<file path="src/rtl/regfile_ctrl_pkg.sv">
// Shared constants and write-request payload for the register-file control blocks.
package regfile_ctrl_pkg;

  localparam int unsigned RF_ADDR_W = 5;
  localparam int unsigned RF_DATA_W = 32;
  localparam int unsigned WB_CNT_W  = 16;

  localparam int unsigned REQ_ALU = 0;
  localparam int unsigned REQ_LSU = 1;

  typedef struct packed {
    logic [RF_ADDR_W-1:0] addr;
    logic [RF_DATA_W-1:0] data;
  } wb_req_t;

endpackage

</file>
<file path="src/rtl/rr_arbiter2.sv">
// Two-input round-robin arbiter; the preference pointer moves to the losing
// side only when the caller signals that the granted transfer was taken.
module rr_arbiter2 (
  input  logic clk,
  input  logic rst,
  input  logic req0,
  input  logic req1,
  input  logic advance,
  output logic grant0,
  output logic grant1,
  output logic ptr
);

  logic ptr_q;
  logic win0;

  always_comb begin
    win0   = 1'b0;
    grant0 = 1'b0;
    grant1 = 1'b0;
    win0   = req0 && (!req1 || !ptr_q);
    grant0 = win0;
    grant1 = req1 && !win0;
  end

  // grant0 high means requester 1 lost, so it becomes preferred next
  always_ff @(posedge clk) begin
    if (rst) begin
      ptr_q <= 1'b0;
    end else if (advance) begin
      ptr_q <= grant0;
    end
  end

  assign ptr = ptr_q;

endmodule

</file>
<file path="src/rtl/regfile_wb_arbiter.sv">
// Register-file write-port arbiter: round-robin ALU/LSU grant, x0 filtering and a
// one-entry write stage. Macro RF_BYPASS_EN adds same-cycle write-to-read bypass.
module regfile_wb_arbiter
  import regfile_ctrl_pkg::*;
#(
  parameter int unsigned ADDR_W = RF_ADDR_W,
  parameter int unsigned DATA_W = RF_DATA_W
) (
  input  logic                clk,
  input  logic                rst,

  input  logic                req0_valid,
  input  logic [ADDR_W-1:0]   req0_addr,
  input  logic [DATA_W-1:0]   req0_data,
  output logic                req0_ready,

  input  logic                req1_valid,
  input  logic [ADDR_W-1:0]   req1_addr,
  input  logic [DATA_W-1:0]   req1_data,
  output logic                req1_ready,

  input  logic                wb_stall,

  output logic                WE3,
  output logic [ADDR_W-1:0]   A3,
  output logic [DATA_W-1:0]   WD3,

  output logic                busy,
  output logic [WB_CNT_W-1:0] wr_count,

  input  logic [ADDR_W-1:0]   A1,
  input  logic [ADDR_W-1:0]   A2,
  input  logic [DATA_W-1:0]   RD1_in,
  input  logic [DATA_W-1:0]   RD2_in,
  output logic [DATA_W-1:0]   RD1,
  output logic [DATA_W-1:0]   RD2
);

  wb_req_t             alu_req;
  wb_req_t             lsu_req;
  wb_req_t             win;
  logic                grant0;
  logic                grant1;
  logic                rr_ptr_unused;
  logic                can_accept;
  logic                accept;
  logic                load;
  logic                retire;

  logic                out_valid;
  logic [ADDR_W-1:0]   out_addr;
  logic [DATA_W-1:0]   out_data;
  logic [WB_CNT_W-1:0] cnt_q;

  rr_arbiter2 u_arb (
    .clk     (clk),
    .rst     (rst),
    .req0    (req0_valid),
    .req1    (req1_valid),
    .advance (load),
    .grant0  (grant0),
    .grant1  (grant1),
    .ptr     (rr_ptr_unused)
  );

  // Handshake and winner selection; x0 writes complete but never load the stage
  always_comb begin
    alu_req    = '0;
    lsu_req    = '0;
    win        = '0;
    can_accept = 1'b0;
    req0_ready = 1'b0;
    req1_ready = 1'b0;
    accept     = 1'b0;
    load       = 1'b0;
    retire     = 1'b0;

    alu_req.addr = RF_ADDR_W'(req0_addr);
    alu_req.data = RF_DATA_W'(req0_data);
    lsu_req.addr = RF_ADDR_W'(req1_addr);
    lsu_req.data = RF_DATA_W'(req1_data);

    retire     = out_valid && !wb_stall;
    can_accept = !out_valid || !wb_stall;
    req0_ready = !rst && grant0 && can_accept;
    req1_ready = !rst && grant1 && can_accept;
    accept     = req0_ready || req1_ready;
    win        = grant1 ? lsu_req : alu_req;
    load       = accept && (win.addr != '0);
  end

  // One-entry output stage; a simultaneous retire and load is a straight handoff
  always_ff @(posedge clk) begin
    if (rst) begin
      out_valid <= 1'b0;
      out_addr  <= '0;
      out_data  <= '0;
    end else if (load) begin
      out_valid <= 1'b1;
      out_addr  <= ADDR_W'(win.addr);
      out_data  <= DATA_W'(win.data);
    end else if (retire) begin
      out_valid <= 1'b0;
    end
  end

  always_ff @(posedge clk) begin
    if (rst) begin
      cnt_q <= '0;
    end else if (retire) begin
      cnt_q <= cnt_q + WB_CNT_W'(1);
    end
  end

  assign WE3      = retire && !rst;
  assign A3       = out_addr;
  assign WD3      = out_data;
  assign busy     = out_valid;
  assign wr_count = cnt_q;

`ifdef RF_BYPASS_EN
  // A write retiring this cycle is forwarded to matching reads (x0 always reads raw)
  always_comb begin
    RD1 = RD1_in;
    RD2 = RD2_in;
    if (WE3 && (A3 == A1) && (A1 != '0)) begin
      RD1 = WD3;
    end
    if (WE3 && (A3 == A2) && (A2 != '0)) begin
      RD2 = WD3;
    end
  end
`else
  logic addr_unused;

  assign addr_unused = ^{A1, A2};
  assign RD1         = RD1_in;
  assign RD2         = RD2_in;
`endif

endmodule

</file>
<file path="config.mk">
export PLATFORM = sky130hd
export DESIGN_NAME = regfile_wb_arbiter
export DESIGN_NICKNAME = d
export VERILOG_FILES = /design/src/rtl/regfile_ctrl_pkg.sv /design/src/rtl/rr_arbiter2.sv /design/src/rtl/regfile_wb_arbiter.sv
export SDC_FILE = /design/constraint.sdc
export NUM_CORES = 1
export LEC_CHECK = 0
export CAP_MARGIN = 20
export CORE_ASPECT_RATIO = 0.75
export CORE_MARGIN = 2
export CORE_UTILIZATION = 33
export CTS_BUF_LIST = sky130_fd_sc_hd__clkbuf_8
export DETAILED_ROUTE_END_ITERATION = 16
export GPL_TIMING_DRIVEN = 0
export MAX_ROUTING_LAYER = met4
export PLACE_DENSITY_LB_ADDON = 0.3
export SETUP_SLACK_MARGIN = 0.4
export SLEW_MARGIN = 30
export SYNTH_ARGS = -nofsm -noshare
export SYNTH_HDL_FRONTEND = slang
export SYNTH_SLANG_ARGS = --single-unit
</file>
<file path="constraint.sdc">
create_clock -name clk -period 2.53 [get_ports clk]
set_input_delay 0.759 -clock clk [delete_from_list [all_inputs] [get_ports clk]]
set_output_delay 0.759 -clock clk [all_outputs]
set_load 0.01 [all_outputs]
</file>
==> impl_results.md <==
* Clk sinks at 55
* Final slew viol count at 0
* Max incr delay on CP at 0.53 ns
* Top fanout value on the critical path at 1
* Final Hold Vio Count at 0
* Drt total wl at 10100 um
* Mapped Cells at 340
* Vias in the first global route at 3036
* Worst Setup End Kind: output port
* DRT Pass-1 Iters at 4
* Clk_lat worst skew at 0.32 ns
* Max VDD drop at 0.000218 V
* HP Start: WD3[26]
* Asr flop ratio synth at 0%
* Row count at 30
* Gr ovfl total at 0
* Required @ worst endpoint at 1.77 ns
* Antenna viol nets, final at 0
* Period Utilization, post-route at 83.9%
* Number of max-cap violations at 0
* Post-route DRC at 0
* Layout cells sized above 1 at 23.4%
* Final hold slack at 0.459 ns
* Worst-path clk slew at 0.09 ns
* Initial antenna violation count at 0
* Syn_nets at 494
* CP Buf/Inv Count at 2
* Clk buf depth at 2
* Root buffer cell: clkbuf_8
* Most frequent cells in the layout: 152 x clkdlybuf4s50_1, 71 x buf_4, 69 x mux2i_1
* DP Area at 0.00532 mm^2
* TritonCTS clock tree: built
* Unique masters post-synth at 43
* FMAX at 471 MHz
* Reg-to-reg startpoint: u_arb.ptr
* Height of the chip at 88.9 um
* Final min period at 2.12 ns
* Detailed-route wire length per cell at 14.7 um
* Power per cell area at 399 mW/mm^2
* Vias per cell at 4.59
* CP delay by family, top: buffers and inverters
* Synth warn at 0
* I/O pins at 274
* Crit Path Category: input port to output port
* Die ar. at 0.0104 mm^2
* TNS Setup at 0 ns
* Startpoint types: input port
* Min-delay worst type: flip-flop to flip-flop
* P_leak at 2.64 nW
* Synth Area in XOR/XNOR at 3.31%
* Post-Synth Adder-Cell Area at 0.394%
* Global Route Usage Sum at 18.0%
* FILL cells at 752
* Sequential fraction of the synthesis area at 34.7%
* Antenna cells at 0
* H-tree depth at 2
* Worst rel slew slack at 46.9%
* RSZ-0062 raised after global routing: yes
* Final Skew at 0.00414 ns
* Critical Path Start: RD1_in[21]
* Largest family of logic cells by synthesized area: multiplexers
* Die W at 117 um
* Outcome: finished, final reports clean
* RD Place Congestion at 0.893
* Dpl cells at 666
* Simple-gate share of the synthesized area at 15.6%
* Post-synth EDFFs at 0
* Dpl hpwl at 7690 um
* Largest net degree at the start of global routing at 16
* Fin cells at 684
* Commonest non-fill, non-tap cell in the layout: clkdlybuf4s50_1
* Yosys reg bits at 55
* First-pass GRT wire length at 14300 um
* CP Cell Sequence: buf_4 > clkdlybuf4s50_1
* DR iter-0 viols at 147
* CTS Buf Count at 5
* Post-Synthesis Cell Area at 0.00317 mm^2
* Worst Max-Slew Pin Slew at 0.794 ns
* Setup Viol. Count Final at 0
* IO buf count at 198
* Finished Cell Area at 0.00576 mm^2
* Synthesized area per cell at 9.34 um^2
* Post-synthesis mux area share at 21.8%
* Arrival @ worst endpoint at 1.36 ns
* Layout Nets at 711
* Routed via count at 3138
* Post-synthesis compound-gate area fraction at 5.44%
* Prevailing post-synth register cell: dfxtp_1
* Area growth syn-to-layout at 81.3%
* Core area at 0.00920 mm^2
* Initial Utilization at 34.5%
* Slowest-stage cell, CP: clkdlybuf4s50_1
## stage by stage
stage | utilization [%] | setup WS, ns | total power (W)
global placement | 57.8 | -1.06 | 0.00177
CTS | 60.1 | 0.374 | 0.00230
floorplan | - | 0.443 | 0.00135
global route | 62.6 | 0.355 | 0.00241
detailed placement | 57.8 | -1.08 | 0.00178
finish | 62.6 | 0.407 | 0.00230
## power breakdown
part           switching, W  total (W)  internal (W)
registers         0.0000462   0.000988      0.000942
clock network      0.000293   0.000478      0.000185
logic              0.000305   0.000832      0.000527
total              0.000644    0.00230       0.00165
## cells in the mapped netlist (2+ instances only)
library cell / number / area, um^2
dfxtp_1: 55 / 1100
or3_1: 2 / 12.5
nor2_1: 14 / 52.6
clkbuf_1: 5 / 18.8
xnor2_1: 7 / 61.3
a21oi_1: 4 / 20.0
buf_8: 3 / 45.0
and4_1: 2 / 17.5
nor2b_1: 2 / 12.5
mux2i_1: 69 / 691
nor4_1: 4 / 25.0
and3_1: 2 / 12.5
a31oi_1: 2 / 12.5
buf_2: 5 / 25.0
inv_1: 6 / 22.5
nand2_1: 42 / 158
o2111ai_1: 2 / 17.5
xor2_1: 5 / 43.8
o32ai_1: 3 / 26.3
nor3_1: 6 / 30.0
buf_4: 64 / 480
nand3_1: 6 / 30.0
a21o_1: 3 / 22.5
nand4_1: 5 / 31.3
o21ai_0: 4 / 20.0
## timing repair
item                                    in CTS  in global routing
hold buffers                                 0                  0
pin swaps                                    9                  6
resized for setup                           77                 53
setup buffers                                5                  4
cloned                                       1                  2
endpoints found under the setup margin      45                 65
## final timing paths
check,slack [ns],endpoint,depth (start not counted)
max reg2reg,0.52,WD3[23],7
min reg2reg,0.46,WD3[26],2
max,0.41,RD1[21],2
min,0.46,WD3[26],2
## state kept, by name (all words and copies together) (netlist names)
name and flops:
u_arb.ptr 1, A3 5, WD3 32, busy 1, wr_count 16
## worst register-to-register path: stages (launching register included)
cell,delay [ns]
dfxtp_2,0.39
nand2b_4,0.14
buf_6,0.09
buf_6,0.11
a2111oi_4,0.08
nor3_4,0.67
clkbuf_16,0.30
mux2i_1,0.17
## metal layers
layer  GRT usage (%)  routed length [um]  up-vias  share of wire (%)
li1                -                   -     1538                  -
met1            20.1                3980     1437                 39
met2            31.1                5050      148                 50
met3            4.88                 865       15                8.6
met4            6.63                 179        0                1.8
met5               -                   0        -                  0
## cell families (layout without fill, tap and decap cells)
| kind of cell | Yosys count | after routing |
|---|---|---|
| fa+ha+maj | 1 | 1 |
| xor+xnor | 12 | 12 |
| compound gates | 22 | 22 |
| flops | 55 | 55 |
| simple gates | 97 | 97 |
| mux | 69 | 69 |
| buf+inv | 84 | 300 |
## final cells by class
class | count | area, um^2 | share of cell area [%]
tap | 128 | 160 | 2.78
clock inverter | 1 | 7.51 | 0.130
multi-input combinational | 201 | 1550 | 26.9
inverter | 7 | 42.5 | 0.739
clock buffer | 5 | 68.8 | 1.20
buffer | 77 | 599 | 10.4
sequential | 55 | 1110 | 19.3
timing repair buffer | 210 | 2220 | 38.5
Note: power is estimated with default switching activity, not from simulation.
